<file path="src/rtl/note_pkg.sv">
// Shared constants and helpers for the note player: the chromatic pitch table,
// the divider half-period calculation and the player state encoding.
package note_pkg;

    typedef enum logic [1:0] {
        IDLE   = 2'd0,
        PLAY   = 2'd1,
        FINISH = 2'd2
    } state_e;

    // Note frequencies in centihertz, indexed by note code (0 and 13..15 are rests).
    localparam int unsigned F_CHZ [16] = '{
        0,
        26163, 27718, 29366, 31113, 32963, 34923,
        36999, 39200, 41530, 44000, 46616, 49388,
        0, 0, 0
    };

    // Clock cycles per half period of the note; 0 for rests.
    function automatic longint unsigned half_cnt(input longint unsigned clk_hz,
                                                 input logic [3:0] note);
        longint unsigned f;
        f = longint'(F_CHZ[note]);
        if (f == 0) return 0;
        return (clk_hz * 64'd50) / f;
    endfunction

    // Clock cycles per millisecond (MS_DIV = CLK_HZ/1000).
    function automatic int unsigned ms_div(input int unsigned clk_hz);
        return clk_hz / 1000;
    endfunction

    // True for note codes that produce a pitch (C4..B4).
    function automatic logic is_pitched(input logic [3:0] note);
        return (note != 4'd0) && (note <= 4'd12);
    endfunction

endpackage

</file>
<file path="src/rtl/note_player_tone_divider.sv">
// Programmable square-wave divider: toggles tone each time the counter
// reaches limit, then wraps. Holding run low parks it with tone low.
module tone_divider #(
    parameter int CNT_W = 18
) (
    input  logic             clk,
    input  logic             rst_n,
    input  logic             run,
    input  logic [CNT_W-1:0] limit,
    output logic             tone
);

    logic [CNT_W-1:0] cnt_q, cnt_d;
    logic             tone_q, tone_d;

    // Next counter/tone value: clear when stopped, toggle and wrap at the limit.
    always_comb begin
        // NOTE: every signal assigned here gets a default first so no latch is inferred.
        cnt_d  = cnt_q;
        tone_d = tone_q;
        if (!run) begin
            cnt_d  = '0;
            tone_d = 1'b0;
        end else if (cnt_q == limit) begin
            cnt_d  = '0;
            tone_d = ~tone_q;
        end else begin
            cnt_d = cnt_q + CNT_W'(1);
        end
    end

    // Divider registers with synchronous active-low reset.
    always_ff @(posedge clk) begin
        // NOTE: sequential state uses non-blocking assignments so all flops update together.
        if (!rst_n) begin
            cnt_q  <= '0;
            tone_q <= 1'b0;
        end else begin
            cnt_q  <= cnt_d;
            tone_q <= tone_d;
        end
    end

    assign tone = tone_q;

endmodule

</file>
<file path="src/rtl/note_player.sv">
// Plays one chromatic note (or rest) for a number of milliseconds, driving a
// 50%-duty square wave and pulsing done when the note ends naturally.
module note_player
    import note_pkg::*;
#(
    parameter int unsigned CLK_HZ = 100_000_000,
    parameter int          CNT_W  = 18,
    parameter int          DUR_W  = 12
) (
    input  logic             clk,
    input  logic             rst_n,
    input  logic             start,
    input  logic             abort,
    input  logic [3:0]       note,
    input  logic [1:0]       octave,
    input  logic [DUR_W-1:0] duration_ms,
    output logic             tone,
    output logic             busy,
    output logic             done
);

    localparam int unsigned      MS_DIV  = ms_div(CLK_HZ);
    localparam int               MS_W    = (MS_DIV > 1) ? $clog2(MS_DIV) : 1;
    localparam logic [MS_W-1:0]  MS_LAST = MS_W'(MS_DIV - 1);

    state_e           state_q, state_d;
    logic [3:0]       note_q, note_d;
    logic [1:0]       oct_q, oct_d;
    logic [DUR_W-1:0] remain_q, remain_d;
    logic [MS_W-1:0]  ms_q, ms_d;
    logic             run;
    logic [CNT_W-1:0] limit;

    // NOTE: half_tbl is elaboration-time constant wiring, not a storage array, so it has no reset.
    logic [CNT_W-1:0] half_tbl [16];
    for (genvar i = 0; i < 16; i++) begin : g_half
        localparam longint unsigned HC = half_cnt(longint'(CLK_HZ), 4'(i));
        assign half_tbl[i] = CNT_W'(HC);
    end

    assign limit = (half_tbl[note_q] >> oct_q) - CNT_W'(1);

    // FSM, millisecond prescaler and remaining-duration counter.
    always_comb begin
        state_d  = state_q;
        note_d   = note_q;
        oct_d    = oct_q;
        remain_d = remain_q;
        ms_d     = ms_q;
        run      = 1'b0;
        case (state_q)
            IDLE: begin
                if (start && !abort) begin
                    note_d   = note;
                    oct_d    = octave;
                    remain_d = duration_ms;
                    ms_d     = '0;
                    state_d  = (duration_ms != '0) ? PLAY : FINISH;
                end
            end
            PLAY: begin
                if (abort) begin
                    state_d = IDLE;
                    ms_d    = '0;
                end else begin
                    if (ms_q == MS_LAST) begin
                        ms_d     = '0;
                        remain_d = remain_q - DUR_W'(1);
                        if (remain_q == DUR_W'(1)) state_d = FINISH;
                    end else begin
                        ms_d = ms_q + MS_W'(1);
                    end
                end
                // Stopping the divider on the leaving edge forces tone low with busy.
                run = is_pitched(note_q) && (state_d == PLAY);
            end
            FINISH: begin
                state_d = IDLE;
            end
            default: begin
                state_d = IDLE;
            end
        endcase
    end

    // Player registers with synchronous active-low reset.
    always_ff @(posedge clk) begin
        if (!rst_n) begin
            state_q  <= IDLE;
            note_q   <= '0;
            oct_q    <= '0;
            remain_q <= '0;
            ms_q     <= '0;
        end else begin
            state_q  <= state_d;
            note_q   <= note_d;
            oct_q    <= oct_d;
            remain_q <= remain_d;
            ms_q     <= ms_d;
        end
    end

    assign busy = (state_q == PLAY);
    assign done = (state_q == FINISH);

    tone_divider #(
        .CNT_W (CNT_W)
    ) u_tone_divider (
        .clk   (clk),
        .rst_n (rst_n),
        .run   (run),
        .limit (limit),
        .tone  (tone)
    );

endmodule

</file>
<file path="config.mk">
export PLATFORM = sky130hd
export DESIGN_NAME = note_player
export DESIGN_NICKNAME = d
export VERILOG_FILES = /design/src/rtl/note_pkg.sv /design/src/rtl/note_player_tone_divider.sv /design/src/rtl/note_player.sv
export SDC_FILE = /design/constraint.sdc
export NUM_CORES = 1
export LEC_CHECK = 0
export ABC_AREA = 1
export BUFFER_PORTS_ARGS = -buffer_cell sky130_fd_sc_hd__buf_2
export CAP_MARGIN = 20
export CORE_UTILIZATION = 55
export CTS_BUF_LIST = sky130_fd_sc_hd__clkbuf_2
export CTS_CLUSTER_SIZE = 10
export DETAILED_ROUTE_END_ITERATION = 8
export GPL_TIMING_DRIVEN = 0
export PLACE_DENSITY_LB_ADDON = 0.08
export SLEW_MARGIN = 20
export SYNTH_ARGS = -nofsm -noshare
export SYNTH_HDL_FRONTEND = slang
export SYNTH_SLANG_ARGS = --single-unit
</file>
<file path="constraint.sdc">
create_clock -name clk -period 4.1 [get_ports clk]
set_input_delay 0.205 -clock clk [delete_from_list [all_inputs] [get_ports clk]]
set_output_delay 0.205 -clock clk [all_outputs]
set_load 0.01 [all_outputs]
</file>
==> results.md <==
- Root buffer cell: clkbuf_2
- First-pass GRT wire length: 21.7 mm
- Gpl congestion: around 0.9
- Reg-to-Reg Start: note_q[0]
- #FFs+latches synth: 56
- Critical Path, Cell by Cell: inv_1 -> ha_1 -> ha_1 -> nand2_1 -> inv_1 -> nor2_1 -> nand3_1 -> nand3_1 -> nand2_2 -> inv_2 -> ha_1 -> nand3_2 -> nor2_4 -> nand3_2 -> nor2_1 -> nand2_1 -> nand2_1 -> nand2_1 -> nor2_2 -> nand3_2 -> nand2_4 -> buf_12 -> nor2_2
- Share of cells above drive strength 1: 0.127
- Synth area leader: dfxtp_1
- Max-Slew Margin vs Limit: 0.574
- Worst-path maximum fanout: 10
- Hold Slack: 0.0313 ns
- Routed WL: approximately 13 mm
- Clk sink count: 56
- Unrepaired setup endpoints after global routing: false
- Grt total ovfl: 0
- Slew @ Worst Pin: 0.637 ns
- Number of diodes: 0
- Net count after synthesis: approximately 850
- Synth area leaders: dfxtp_1 23%, nand2_1 17%, nand3_1 13%
- Flop2flop setup slack: 0.26 ns
- CP arrival: 4.21 ns
- Status: finished clean
- DP Area: 5160 µm²
- CP Data Required Time: 4.47 ns
- H-tree levels: 2
- Worst flop-to-flop path endpoint: u_tone_divider.cnt_q[0]
- Initial core utilization: 0.566
- Post-route DRC: 0
- Setup CP Type: flip-flop to flip-flop
- Mapped Area: slightly below 5000 µm²
- Worst Hold Depth: 3
- Final setup fails: 0
- Die area: 9310 µm²
- Hold Crit Start: octave[1]
- Max-cap violations: 0
- Post-layout util: 0.609
- Clock Latency Late Sink: 0.46 ns
- Die height: 96.5 µm
- Worst Hold Class: primary input to flip-flop
- Period Utilization, post-route: 0.937
- CP max stage cell: dfxtp_2
- 1st-pass router iterations: 5
- Final TNS setup: 0 ns
- Hold worst-path end: oct_q[1]
- TritonCTS clock tree: built
- HPWL after detailed placement: 10.1 mm
- Tmin final: 3.84 ns
- Distinct cells, synth: 41
- Final ANT Viol Nets: 0
- Total track usage: 0.293
- Initial antenna violation count: 0
- Top-area cell type share of the netlist area: 0.228
- Drt wl/cell: 13.4 µm
- CP max stage delay: 0.50 ns
- CTS Buf Count: 5
- Mapped Avg Cell Area: 6.01 µm²
- Post-CTS Setup Inserts: 0
- IO buf count: 23
- Clock Skew: approximately 0.026 ns
- Vias in the first global route: 4817
- Cell count after synthesis: 817
- Row cnt: 34
- Clock Pin Slew Worst Setup and Hold Paths: 0.31 ns
- Cell mode on critical path: nand2_1
- P_leak: 0.00239 µW
- Count of final hold-check violations: 0
- Vias/cell: 5.55
- Max Freq: 0.260 GHz
- Crit path launch type: flip-flop
- Die Wd: 96.5 µm
- Synthesis warning total: 0
- Synthesis-to-layout area growth: 7.51%
- Worst IR Drop VDD: around 0.16 mV
- Layout net count: approximately 890
- Power density cells: 279 nW/µm²
- Core Area: ~8700 µm²
- Worst setup EP type: flip-flop
- Cells on worst reg2reg path: 23
- Ports: 25
- Routed via count: about 5300
- Design area: 5280 µm²
- Clk buf depth: 2
- Largest net degree at the start of global routing: 19
- Register area share after synthesis: 0.228
- Initial DRC Count: 285
- Pins Over Slew Limit: 0
-- critical path: cells and delay by family (launching register included) --
kind	cells	cell delay, ns
AND/OR/NAND/NOR	16	2.02
adder cells (fa/ha/maj)	3	0.76
flip-flops	1	0.50
buffers and inverters	4	0.46
-- area by class of cell --
cell class / instances / area [µm²]
sequential: 56 / 1120
clock inverter: 3 / 21.3
clock buffer: 5 / 25.0
buffer: 27 / 171
multi-input combinational: 642 / 3270
inverter: 92 / 348
fill: 905 / 3400
timing repair buffer: 30 / 185
tap: 108 / 135
-- how the worst max path moves through the flow --
stage | endpoint | startpoint | slack (ns)
detailed placement | u_tone_divider.cnt_q[0] | note_q[0] | 0.25
global route | u_tone_divider.cnt_q[0] | note_q[0] | 0.02
floorplan | u_tone_divider.cnt_q[4] | note_q[0] | 0.99
CTS | u_tone_divider.cnt_q[0] | note_q[0] | 0.19
finish | u_tone_divider.cnt_q[0] | note_q[0] | 0.26
global placement | u_tone_divider.cnt_q[0] | note_q[0] | 0.28
-- Yosys cell counts (all sizes together) --
master / count
xor2: 19
a21o: 1
nor3: 22
and3: 2
nand3b: 2
o22ai: 1
inv: 91
nand3: 139
nand2: 235
o21ai: 28
o32ai: 2
clkbuf: 10
nor4: 8
nand4: 16
nor3b: 1
or2: 5
a31oi: 3
buf: 17
clkinv: 1
a211oi: 5
ha: 15
o21bai: 3
nor2: 98
dfxtp: 56
a221oi: 6
xnor2: 1
and2: 1
a21oi: 29
-- cell usage in the layout, fill, tap and decap left out, drive strengths merged, types with 2 or more instances in the layout --
cell and count:
nand2 235, nand3 139, nor2 98, inv 92
dfxtp 56, buf 40, a21oi 29, o21ai 28
nor3 22, xor2 19, nand4 16, ha 15
clkbuf 15, nor4 8, dlygate4sd3 7, a221oi 6
or2 5, a211oi 5, o21bai 3, a31oi 3
nand3b 2, o32ai 2, and3 2, clkinv 2
-- what timing repair did --
action / CTS / global route
setup endpoints to repair: 0 / 11
hold endpoints to repair: 7 / 0
resized for setup: 0 / 2
hold buffers: 7 / 0
-- routing by layer --
metal | routed length [µm] | global-route usage | vias up
met3 | 560 | 0.0383 | 21
met1 | 5920 | 0.366 | 2418
li1 | - | - | 2762
met4 | 218 | 0.0882 | 0
met2 | 6230 | 0.520 | 143
met5 | 0 | 0 | -
-- flip-flops by register name (all words and copies together), names as in the netlist --
| signal | flops |
|---|---|
| note_q | 4 |
| ms_q | 17 |
| oct_q | 2 |
| state_q | 2 |
| u_tone_divider.cnt_q | 18 |
| remain_q | 12 |
| u_tone_divider.tone | 1 |
-- power by group --
group	internal, µW	total (µW)	leakage (µW)	switching, µW
Sequential	565	581	0.000455	16.2
Clock	43.4	230	0.0000294	186
Combinational	218	665	0.00191	446
Total	827	1480	0.00239	649
-- metrics by stage --
| step | instances | power, µW | worst slack, ns |
|---|---|---|---|
| after floorplan | 817 | 1100 | 0.985 |
| after CTS | 963 | 1480 | 0.188 |
| after global routing | 963 | 1610 | 0.0221 |
| after global placement | 948 | 1230 | 0.276 |
| after detailed placement | 948 | 1240 | 0.253 |
| final | 963 | 1480 | 0.259 |
-- cells by family (layout without fill, tap and decap cells) --
logic type	count (synthesis)	count (layout)	share of synthesized area
buf+inv	119	157	0.106
flops	56	56	0.228
compound gates	78	78	0.0927
xor+xnor	20	20	0.0357
simple gates	529	529	0.499
fa+ha+maj	15	15	0.0382
(Power assumes the default switching activity.)
